$ cat config.mk
export PLATFORM = sky130hd
export DESIGN_NAME = trainerror_sb_arbiter_flat
export DESIGN_NICKNAME = d
export VERILOG_FILES = /design/src/rtl/trainerror_sb_arbiter_if.sv /design/src/rtl/trainerror_sb_arbiter.sv /design/src/flat_wrapper.sv
export SDC_FILE = /design/constraint.sdc
export NUM_CORES = 1
export LEC_CHECK = 0
export BUFFER_PORTS_ARGS = -buffer_cell sky130_fd_sc_hd__buf_2
export CORE_MARGIN = 8
export CORE_UTILIZATION = 50
export CTS_CLUSTER_SIZE = 25
export DETAILED_ROUTE_END_ITERATION = 7
export PLACE_DENSITY = 0.85
export SKIP_LAST_GASP = 1
export SLEW_MARGIN = 5
export SYNTH_ARGS = -nofsm -noshare
export SYNTH_HDL_FRONTEND = slang
export SYNTH_SLANG_ARGS = --single-unit
$ cat constraint.sdc
create_clock -name i_clk -period 2.2 [get_ports i_clk]
set_clock_uncertainty 0.1 [all_clocks]
set_input_delay 0.22 -clock i_clk [delete_from_list [all_inputs] [get_ports i_clk]]
set_output_delay 0.22 -clock i_clk [all_outputs]
set_load 0.01 [all_outputs]
$ cat src/rtl/trainerror_sb_arbiter_if.sv
// Sideband transmit sharing bus between the TRAINERROR TX/RX handshake FSMs and the SB encoder.
// master = requester/SB side that drives the i_* signals, slave = the arbiter.
interface trainerror_sb_arbiter_if #(
  parameter int SB_MSG_WIDTH = 4
);
  logic                    i_trainerror_en;
  logic                    i_tx_valid;
  logic [SB_MSG_WIDTH-1:0] i_tx_msg;
  logic                    i_rx_valid;
  logic [SB_MSG_WIDTH-1:0] i_rx_msg;
  logic                    i_sb_busy;
  logic                    o_sb_valid;
  logic [SB_MSG_WIDTH-1:0] o_sb_msg;
  logic                    o_tx_done;
  logic                    o_rx_done;
  logic                    o_grant_tx;
  logic                    o_grant_rx;
  logic                    o_timeout;

  modport master (
    output i_trainerror_en, i_tx_valid, i_tx_msg, i_rx_valid, i_rx_msg, i_sb_busy,
    input  o_sb_valid, o_sb_msg, o_tx_done, o_rx_done, o_grant_tx, o_grant_rx, o_timeout
  );

  modport slave (
    input  i_trainerror_en, i_tx_valid, i_tx_msg, i_rx_valid, i_rx_msg, i_sb_busy,
    output o_sb_valid, o_sb_msg, o_tx_done, o_rx_done, o_grant_tx, o_grant_rx, o_timeout
  );
endinterface

$ cat src/rtl/trainerror_sb_arbiter.sv
// Round-robin arbiter sharing the SB transmit message port between the TRAINERROR TX and RX FSMs.
// Optional grant watchdog enabled by defining TRAINERROR_ARB_TIMEOUT_EN.
module trainerror_sb_arbiter #(
  parameter int SB_MSG_WIDTH   = 4,
  parameter int TIMEOUT_CYCLES = 1023
) (
  input logic                    i_clk,
  input logic                    i_rst_n,
  trainerror_sb_arbiter_if.slave sb
);

  typedef enum logic [1:0] {
    ST_IDLE,
    ST_GRANT,
    ST_SENDING,
    ST_RELEASE
  } state_e;

  state_e                  state_q, state_d;
  logic                    busy_q;
  logic                    last_rx_q, last_rx_d;
  logic                    sb_valid_q, sb_valid_d;
  logic [SB_MSG_WIDTH-1:0] sb_msg_q, sb_msg_d;
  logic                    grant_tx_q, grant_tx_d;
  logic                    grant_rx_q, grant_rx_d;
  logic                    tx_done_q, tx_done_d;
  logic                    rx_done_q, rx_done_d;

  logic busy_fall;
  logic granted_valid;
  logic pick_tx;
  logic to_hit;

  assign busy_fall     = busy_q & ~sb.i_sb_busy;
  assign granted_valid = (grant_tx_q & sb.i_tx_valid) | (grant_rx_q & sb.i_rx_valid);
  // last_rx_q set means RX won the previous arbitration, so TX takes a tie
  assign pick_tx       = sb.i_tx_valid & (~sb.i_rx_valid | last_rx_q);

`ifdef TRAINERROR_ARB_TIMEOUT_EN
  localparam int CNT_W = $clog2(TIMEOUT_CYCLES + 1);
  localparam logic [CNT_W-1:0] CNT_LAST = CNT_W'(TIMEOUT_CYCLES - 1);

  logic [CNT_W-1:0] cnt_q, cnt_d;
  logic             timeout_q, timeout_d;
  logic             owned_q, owned_d;

  assign owned_q = (state_q == ST_GRANT) | (state_q == ST_SENDING);
  assign owned_d = (state_d == ST_GRANT) | (state_d == ST_SENDING);
  // Fires on the edge where the count would reach TIMEOUT_CYCLES
  assign to_hit    = owned_q & (cnt_q == CNT_LAST);
  assign cnt_d     = (owned_q & owned_d) ? cnt_q + CNT_W'(1) : '0;
  assign timeout_d = to_hit & sb.i_trainerror_en;

  always_ff @(posedge i_clk) begin
    if (!i_rst_n) begin
      cnt_q     <= '0;
      timeout_q <= 1'b0;
    end else begin
      cnt_q     <= cnt_d;
      timeout_q <= timeout_d;
    end
  end

  assign sb.o_timeout = timeout_q;
`else
  assign to_hit = 1'b0;
  // Watchdog absent: output is constant low for any legal limit
  assign sb.o_timeout = (TIMEOUT_CYCLES < 0);
`endif

  always_comb begin
    state_d    = state_q;
    last_rx_d  = last_rx_q;
    sb_valid_d = sb_valid_q;
    sb_msg_d   = sb_msg_q;
    grant_tx_d = grant_tx_q;
    grant_rx_d = grant_rx_q;
    tx_done_d  = 1'b0;
    rx_done_d  = 1'b0;

    case (state_q)
      ST_IDLE: begin
        if (sb.i_trainerror_en && !sb.i_sb_busy && (sb.i_tx_valid || sb.i_rx_valid)) begin
          state_d    = ST_GRANT;
          sb_valid_d = 1'b1;
          grant_tx_d = pick_tx;
          grant_rx_d = ~pick_tx;
          last_rx_d  = ~pick_tx;
          sb_msg_d   = pick_tx ? sb.i_tx_msg : sb.i_rx_msg;
        end
      end
      ST_GRANT: begin
        if (to_hit) begin
          state_d    = ST_RELEASE;
          sb_valid_d = 1'b0;
          grant_tx_d = 1'b0;
          grant_rx_d = 1'b0;
        end else if (sb.i_sb_busy) begin
          state_d = ST_SENDING;
        end else if (!granted_valid) begin
          state_d    = ST_IDLE;
          sb_valid_d = 1'b0;
          grant_tx_d = 1'b0;
          grant_rx_d = 1'b0;
        end
      end
      ST_SENDING: begin
        if (to_hit) begin
          state_d    = ST_RELEASE;
          sb_valid_d = 1'b0;
          grant_tx_d = 1'b0;
          grant_rx_d = 1'b0;
        end else if (busy_fall) begin
          state_d    = ST_RELEASE;
          sb_valid_d = 1'b0;
          tx_done_d  = grant_tx_q;
          rx_done_d  = grant_rx_q;
          grant_tx_d = 1'b0;
          grant_rx_d = 1'b0;
        end
      end
      ST_RELEASE: begin
        state_d = ST_IDLE;
      end
      default: begin
        state_d = ST_IDLE;
      end
    endcase

    // Leaving TRAINERROR aborts any transfer; arbitration history is kept
    if (!sb.i_trainerror_en) begin
      state_d    = ST_IDLE;
      sb_valid_d = 1'b0;
      grant_tx_d = 1'b0;
      grant_rx_d = 1'b0;
      tx_done_d  = 1'b0;
      rx_done_d  = 1'b0;
    end
  end

  always_ff @(posedge i_clk) begin
    if (!i_rst_n) begin
      state_q    <= ST_IDLE;
      busy_q     <= 1'b0;
      last_rx_q  <= 1'b1;
      sb_valid_q <= 1'b0;
      sb_msg_q   <= '0;
      grant_tx_q <= 1'b0;
      grant_rx_q <= 1'b0;
      tx_done_q  <= 1'b0;
      rx_done_q  <= 1'b0;
    end else begin
      state_q    <= state_d;
      busy_q     <= sb.i_sb_busy;
      last_rx_q  <= last_rx_d;
      sb_valid_q <= sb_valid_d;
      sb_msg_q   <= sb_msg_d;
      grant_tx_q <= grant_tx_d;
      grant_rx_q <= grant_rx_d;
      tx_done_q  <= tx_done_d;
      rx_done_q  <= rx_done_d;
    end
  end

  assign sb.o_sb_valid = sb_valid_q;
  assign sb.o_sb_msg   = sb_msg_q;
  assign sb.o_grant_tx = grant_tx_q;
  assign sb.o_grant_rx = grant_rx_q;
  assign sb.o_tx_done  = tx_done_q;
  assign sb.o_rx_done  = rx_done_q;

endmodule

$ cat src/flat_wrapper.sv
// flat-port wrapper written by rule: the top's interface ports become plain ports
module trainerror_sb_arbiter_flat 
#(
  parameter int SB_MSG_WIDTH   = 4,
  parameter int TIMEOUT_CYCLES = 1023
)
  (i_clk, i_rst_n, sb_i_trainerror_en, sb_i_tx_valid, sb_i_tx_msg, sb_i_rx_valid, sb_i_rx_msg, sb_i_sb_busy, sb_o_sb_valid, sb_o_sb_msg, sb_o_tx_done, sb_o_rx_done, sb_o_grant_tx, sb_o_grant_rx, sb_o_timeout);
  trainerror_sb_arbiter_if #(.SB_MSG_WIDTH(SB_MSG_WIDTH)) sb_i ();
  input logic i_clk;
  input logic i_rst_n;
  input wire logic [$bits(sb_i.i_trainerror_en)-1:0] sb_i_trainerror_en;
  input wire logic [$bits(sb_i.i_tx_valid)-1:0] sb_i_tx_valid;
  input wire logic [$bits(sb_i.i_tx_msg)-1:0] sb_i_tx_msg;
  input wire logic [$bits(sb_i.i_rx_valid)-1:0] sb_i_rx_valid;
  input wire logic [$bits(sb_i.i_rx_msg)-1:0] sb_i_rx_msg;
  input wire logic [$bits(sb_i.i_sb_busy)-1:0] sb_i_sb_busy;
  output wire logic [$bits(sb_i.o_sb_valid)-1:0] sb_o_sb_valid;
  output wire logic [$bits(sb_i.o_sb_msg)-1:0] sb_o_sb_msg;
  output wire logic [$bits(sb_i.o_tx_done)-1:0] sb_o_tx_done;
  output wire logic [$bits(sb_i.o_rx_done)-1:0] sb_o_rx_done;
  output wire logic [$bits(sb_i.o_grant_tx)-1:0] sb_o_grant_tx;
  output wire logic [$bits(sb_i.o_grant_rx)-1:0] sb_o_grant_rx;
  output wire logic [$bits(sb_i.o_timeout)-1:0] sb_o_timeout;
  assign sb_i.i_trainerror_en = sb_i_trainerror_en;
  assign sb_i.i_tx_valid = sb_i_tx_valid;
  assign sb_i.i_tx_msg = sb_i_tx_msg;
  assign sb_i.i_rx_valid = sb_i_rx_valid;
  assign sb_i.i_rx_msg = sb_i_rx_msg;
  assign sb_i.i_sb_busy = sb_i_sb_busy;
  assign sb_o_sb_valid = sb_i.o_sb_valid;
  assign sb_o_sb_msg = sb_i.o_sb_msg;
  assign sb_o_tx_done = sb_i.o_tx_done;
  assign sb_o_rx_done = sb_i.o_rx_done;
  assign sb_o_grant_tx = sb_i.o_grant_tx;
  assign sb_o_grant_rx = sb_i.o_grant_rx;
  assign sb_o_timeout = sb_i.o_timeout;
  trainerror_sb_arbiter #(.SB_MSG_WIDTH(SB_MSG_WIDTH), .TIMEOUT_CYCLES(TIMEOUT_CYCLES)) u_core (.i_clk(i_clk), .i_rst_n(i_rst_n), .sb(sb_i));
endmodule
==> out/qor.csv, run 1 <==
metric;value;unit
status;finished clean;
tns;0;ps
cts_buffers;3;
area_delta_synth_final;20.1;%
synth_commonest_cells;dfxtp_1 (13), mux2i_1 (9), nand2_1 (7);
cellPowerDensity;561;mW/mm^2
yosys_warnings;0;
finalHoldViolations;0;
grt_use_met2;0.160;
gr-max-usage-layer;met2;
ys.flop_type;dfxtp_1;
worst-setup-path-type;flip-flop to flip-flop;
critPathCaptureType;flip-flop;
ys_ff_latch;13;
cts_root_buf;clkbuf_4;
finalCriticalPeriod;1570;ps
gp_congestion;0.835;
cap_viol_max_count;0;
grt_max_degree;11;
antenna_found_initial;0;
synth_top_area_share;0.366;
min_period_over_period;0.712;
routed_via_density;5.37;
drt-pass1-iter-count;4;
start_kind;flip-flop;
met1_usage;0.127;
synth_top_area_cell;dfxtp_1;
syn_avg_cell_area;10.0;um^2
num_vias;591;
gr-total-overflow;0;
irDropWorstVdd;0.327;mV
synth.lib_cells_used.distinct;29;
critPathBufInv;1;
die_area;0.00288;mm^2
dp_slack;638;ps
cts_setup_buffers;0;
drive_above_1_share;0.347;
first_iter_violations;19;
ctsHoldBuffers;0;
dp_hpwl;1.19;mm
final_nets;115;
rows;13;
die_h;53.7;um
path_cells;inv_1 -> ha_1 -> nor3b_4 -> mux2i_1 -> nand2_1;
numPlacedInstances;106;
start_util;0.539;
clk_pin_slew;80;ps
layout_setup_ws;633;ps
synth.area.top_cells;dfxtp_1 (37%), mux2i_1 (13%), ha_1 (8.8%);
worstPathArrival;1640;ps
ant_nets;0;
grt_pass1_wl;2.33;mm
yosysSeqAreaShare;0.366;
h-tree-depth;1;
port_buffers;22;
p_leak;0.000403;uW
grt_pass1_vias;554;
worstSkewPairLatency;280;ps
post-route-util;0.648;
syn_area;711;um^2
diodes;0;
worstPathMaxFanout;9;
cts_tree;done;
gr-usage-met3;0.0496;
core-area;0.00132;mm^2
die_w;53.7;um
worstPathRequired;2280;ps
clock-sinks;13;
syn_nets;90;
route.detailed.drc;0;
setup_viol;0;
grt_util_all_layers;0.112;
crit_family;simple AND/OR/NAND/NOR gates;
routed_wl;1.46;mm
yosysMostFrequentCell;dfxtp_1;
critPathSlowestCell;nor3b_4;
io_pins;24;
drv_slew;0;
routedWlPerCell;13.3;um
rsz0062_at_grt;no;
max_stage_delay;380;ps
synth_edf_count;0;
synthArstFlopShare;0;
fin_cells;110;
cts_buffer_depth;2;
fmax;638;MHz
syn_inst;71;
min_path_type;primary input to flip-flop;
ctsResizeCount;0;
[cells by family (layout without fill, tap and decap cells)]
| group | after synthesis | in the layout | synth area share |
|---|---|---|---|
| AND/OR/NAND/NOR | 24 | 24 | 0.217 |
| AO/OA/AOI/OAI | 13 | 13 | 0.158 |
| flip-flops | 13 | 13 | 0.366 |
| multiplexers | 9 | 9 | 0.127 |
| buffers and inverters | 6 | 30 | 0.0387 |
| adder cells (fa/ha/maj) | 5 | 5 | 0.0880 |
| other | 1 | 1 | 0.00528 |
[routing by layer]
metal / up-vias / part of all wire
met2: 26 / 0.44
met5: - / 0
met1: 260 / 0.44
li1: 298 / -
met3: 7 / 0.079
met4: 0 / 0.031
[flip-flops by register name, summed over array words and instances (netlist names), named ones only]
name	flops
u_core.sb.o_rx_done	1
u_core.sb.o_grant_rx	1
u_core.state_q	1
u_core.sb.o_grant_tx	1
u_core.sb.o_tx_done	1
u_core.busy_q	1
u_core.sb.o_sb_valid	1
u_core.sb.o_sb_msg	4
u_core.last_rx_q	1
[stage by stage]
stage / total power [uW] / hold slack (ps) / cell area, um^2
final: 479 / 35.9 / 853
after global routing: 507 / 32.7 / 853
after CTS: 484 / 30.6 / 853
after detailed placement: 337 / 332 / 827
after global placement: 335 / 317 / 827
after floorplan: 308 / 182 / 711
[where the power goes]
part / internal (uW) / switching, uW / total, uW / leakage [uW]
combinational: 37.3 / 42.9 / 80.2 / 0.000282
clock: 70.3 / 78.0 / 148 / 0.0000150
sequential: 245 / 5.72 / 251 / 0.000106
total: 352 / 127 / 479 / 0.000403
[final timing paths]
kind                                           start                   end  slack, ps  cells past startpoint
worst min register to register  u_core.sb.o_sb_valid  u_core.sb.o_sb_valid        370                      2
worst max-delay path               u_core.state_q[0]      u_core.last_rx_q        630                      5
worst min-delay path                         i_rst_n      u_core.last_rx_q         40                      2
worst max register to register     u_core.state_q[0]      u_core.last_rx_q        630                      5
[final cells by class]
type | instances | area, um^2
sequential | 13 | 260
fill | 110 | 464
multi-input combinational | 52 | 423
inverter | 4 | 15.0
timing repair buffer | 22 | 110
clock buffer | 4 | 26.3
tap | 15 | 18.8
[cells in the final DEF, fill, tap and decap left out]
| cell type | synthesis | layout |
|---|---|---|
| mux2i_1 | 9 | 9 |
| nor3b_4 | 1 | 1 |
| nor2b_1 | 1 | 1 |
| and2_1 | 1 | 1 |
| dfxtp_1 | 13 | 13 |
| a211oi_1 | 4 | 4 |
| inv_1 | 4 | 4 |
| a22o_1 | 1 | 1 |
| o31ai_2 | 1 | 1 |
| o21ai_2 | 1 | 1 |
| nand4_2 | 1 | 1 |
| nor2_2 | 1 | 1 |
| o21ai_0 | 1 | 1 |
| clkbuf_4 | 0 | 3 |
| nand2_1 | 7 | 7 |
| nor2_1 | 4 | 4 |
| nand3_1 | 1 | 1 |
| a21oi_1 | 1 | 1 |
| o2111ai_1 | 1 | 1 |
| conb_1 | 1 | 1 |
| buf_2 | 1 | 22 |
| nand2b_1 | 3 | 3 |
| and2_2 | 1 | 1 |
| clkbuf_1 | 0 | 1 |
| ha_1 | 5 | 5 |
| and4_1 | 2 | 2 |
| o21ai_4 | 1 | 1 |
| o211ai_1 | 1 | 1 |
| a41o_1 | 1 | 1 |
| nand2b_4 | 1 | 1 |
No activity file was read; power rests on OpenSTA's default activity.
==> run 2, diff against run 1 <==
Settings changed: ABC_AREA from default to 1, CORE_UTILIZATION 50 to 43, PLACE_DENSITY 0.85 to 0.78.
Clock period 2.2 ns to 1.4 ns, I/O delays scaled along.
==> run 2 against run 1 <==
  * Cell area is 19% higher
  * Area after synthesis is 5.6% higher
  * Sequential power is 59% higher
  * Routed wire length is 34% higher
  * Largest power group unchanged
  * Maximum frequency is 12% higher
  * Non-clock buffer count is 5 higher
  * Power is 71% higher
  * Via count is 27% higher
  * Count of clock-buffer cells in the layout stayed put
  * First-iteration DRC count is 32% lower
  * Utilization is 4.5 points lower
==> out/qor.csv, run 2 <==
metric;value;unit;change
status;finished clean;;unchanged
setup_viol;0;;unchanged
rsz0062_at_grt;yes;;was no
worstPathArrival;1480;ps;was 1640 ps
area_delta_synth_final;35.5;%;was 20.1%
power;817;uW;was 479 uW
routed_wl;1.95;mm;was 1.46 mm
cp.depth;8;;was 5
clock-sinks;13;;unchanged
route.detailed.drc;0;;unchanged
cts_buffers;3;;unchanged
synth_edf_count;0;;unchanged
cap_viol_max_count;0;;unchanged
worstPathMaxFanout;4;;was 9
cts_buffer_depth;2;;unchanged
path_cells;buf_4 -> ha_1 -> inv_1 -> nand2_2 -> a21oi_4 -> nand3_2 -> nand2_1 -> a21oi_1;;was inv_1 -> ha_1 -> nor3b_4 -> mux2i_1 -> nand2_1
critPathBufInv;2;;was 1
syn_inst;100;;was 71
synthArstFlopShare;0;;unchanged
port_buffers;22;;unchanged
drv_slew;0;;unchanged
gr-total-overflow;0;;unchanged
synth.lib_cells_used.distinct;20;;was 29
largest_reg_flops;4;;unchanged
routed_via_density;5.09;;was 5.37
cts_root_buf;clkbuf_4;;unchanged
min_path_type;primary input to flip-flop;;unchanged
antenna_found_initial;0;;unchanged
die_w;57.8;um;was 53.7 um
worstSkewPairLatency;290;ps;was 280 ps
finalHoldViolations;0;;unchanged
die_h;57.8;um;was 53.7 um
synth.area.top_cells;dfxtp_1 (35%), nand2_1 (13%), ha_1 (8.3%);;was dfxtp_1 (37%), mux2i_1 (13%), ha_1 (8.8%)
cts_tree;done;;unchanged
layout_commonest_cell;nand2_1;;was buf_2
dp_hpwl;1.46;mm;was 1.19 mm
max_stage_delay;330;ps;was 380 ps
core-area;0.00169;mm^2;was 0.00132 mm^2
irDropWorstVdd;0.430;mV;was 0.327 mV
yosysSeqAreaShare;0.347;;was 0.366
syn_nets;119;;was 90
post-route-util;0.602;;was 0.648
reg2reg_depth;8;;was 5
ctsHoldBuffers;0;;unchanged
grt_pass1_vias;806;;was 554
start_kind;flip-flop;;unchanged
ys_ff_latch;13;;unchanged
syn_avg_cell_area;7.51;um^2;was 10.0 um^2
syn_area;751;um^2;was 711 um^2
num_vias;748;;was 591
drive_above_1_share;0.431;;was 0.347
synth_top_area_cell;dfxtp_1;;unchanged
holdPathStages;2;;unchanged
worst-setup-path-type;flip-flop to flip-flop;;unchanged
io_pins;24;;unchanged
grt_pass1_wl;3.24;mm;was 2.33 mm
min_period_over_period;1.00;;was 0.712
grt_util_all_layers;0.123;;was 0.112
routedWlPerCell;13.3;um;about the same
h-tree-depth;1;;unchanged
grt_max_degree;9;;was 11
finalCriticalPeriod;1400;ps;was 1570 ps
critPathSlowestCell;dfxtp_1;;was nor3b_4
die_area;0.00334;mm^2;was 0.00288 mm^2
first_iter_violations;13;;was 19
clk_pin_slew;80;ps;about the same
p_leak;0.000512;uW;was 0.000403 uW
worstHoldStart;i_rst_n;;unchanged
cellPowerDensity;803;mW/mm^2;was 561 mW/mm^2
start_util;0.444;;was 0.539
drt-pass1-iter-count;4;;unchanged
final_nets;150;;was 115
worstPathRequired;1480;ps;was 2280 ps
synth_commonest_cells;nand2_1 (25), dfxtp_1 (13), inv_1 (13);;was dfxtp_1 (13), mux2i_1 (9), nand2_1 (7)
crit_family;flip-flops;;was simple AND/OR/NAND/NOR gates
ant_nets;0;;unchanged
most-common-layout-cells;nand2_1 (24), buf_2 (22), dfxtp_1 (12);;was buf_2 (22), dfxtp_1 (13), mux2i_1 (9)
gp_congestion;0.785;;was 0.835
yosysMostFrequentCell;nand2_1;;was dfxtp_1
fmax;714;MHz;was 638 MHz
yosys_warnings;0;;unchanged
rows;15;;was 13
critPathCaptureType;flip-flop;;unchanged
ys.flop_type;dfxtp_1;;unchanged
diodes;0;;unchanged
synth_top_area_share;0.347;;was 0.366
[run 2: changes by cell type in the layout (fill, tap and decap cells not counted), sizes merged, moves of 5 or more]
cell and delta:
buf +5, inv +10, mux2i -9, nand2 +24
nand3 +5, nor2 +5
[run 2: what timing repair did]
action	CTS	global route
cloned	0	0
endpoints found under the setup margin	9	9
endpoints found under the hold margin	0	0
setup buffers	0	1
resized for setup	3	15
pin swaps	1	10
[run 2: area by class of cell]
type                    count  area, um^2
fillers                   137         672
repair buffers             27         151
flip-flops and latches     13         264
well taps                  17        21.3
clock buffers               4        26.3
multi-input cells          71         494
inverters                  15        60.1
[run 2: path summary, 6_finish.rpt]
| check | endpoint | slack, ps |
|---|---|---|
| max | u_core.sb.o_sb_valid | 0.05 |
| min | u_core.last_rx_q | 10 |
| max reg2reg | u_core.sb.o_sb_valid | 0.05 |
| min reg2reg | u_core.sb.o_sb_valid | 370 |
[run 2: stage by stage]
| step | cells | instance area, um^2 | TNS [ps] | worst slack [ps] | hold WS [ps] |
|---|---|---|---|---|---|
| 2_1_floorplan | 100 | 751 | 0 | 23.1 | 133 |
| 3_3_place_gp | 142 | 905 | 0 | 5.41 | 314 |
| 3_5_place_dp | 142 | 905 | -352 | -112 | 322 |
| 4_1_cts | 146 | 937 | -5.87 | -5.87 | 25.8 |
| 5_1_grt | 147 | 1020 | -450 | -95.0 | 10.0 |
| 6_report | 147 | 1020 | 0 | 0.0511 | 14.7 |
[run 2: power breakdown]
group,switching [uW],leakage (uW),internal (uW)
registers,13.4,0.000107,385
clock network,143,0.0000150,111
logic,92.6,0.000390,71.5
total,249,0.000512,568
[run 2: cells by family after synthesis]
family / Yosys count / share of synthesized area
other: 1 / 0.00500
adder cells (fa/ha/maj): 5 / 0.0833
buffers and inverters: 16 / 0.0850
AO/OA/AOI/OAI: 11 / 0.123
flip-flops: 13 / 0.347
AND/OR/NAND/NOR: 54 / 0.357
[run 2: worst reg2reg max path: cells and delay by family (launching register included)]
family	cells	cell delay, ps
buffers and inverters	2	220
AOI/OAI and AO/OA	2	220
adders and majority gates	1	180
DFF	1	330
and+or+nand+nor	3	240
[run 2: per-layer routing]
metal  share of wire  GRT usage  up-vias  wire (um)
met5               0          0        -          0
met4           0.025     0.0664        0         48
met3           0.082     0.0486        5        160
met2            0.49      0.219       31        963
met1            0.40      0.120      327        781
li1                -          -      385          -
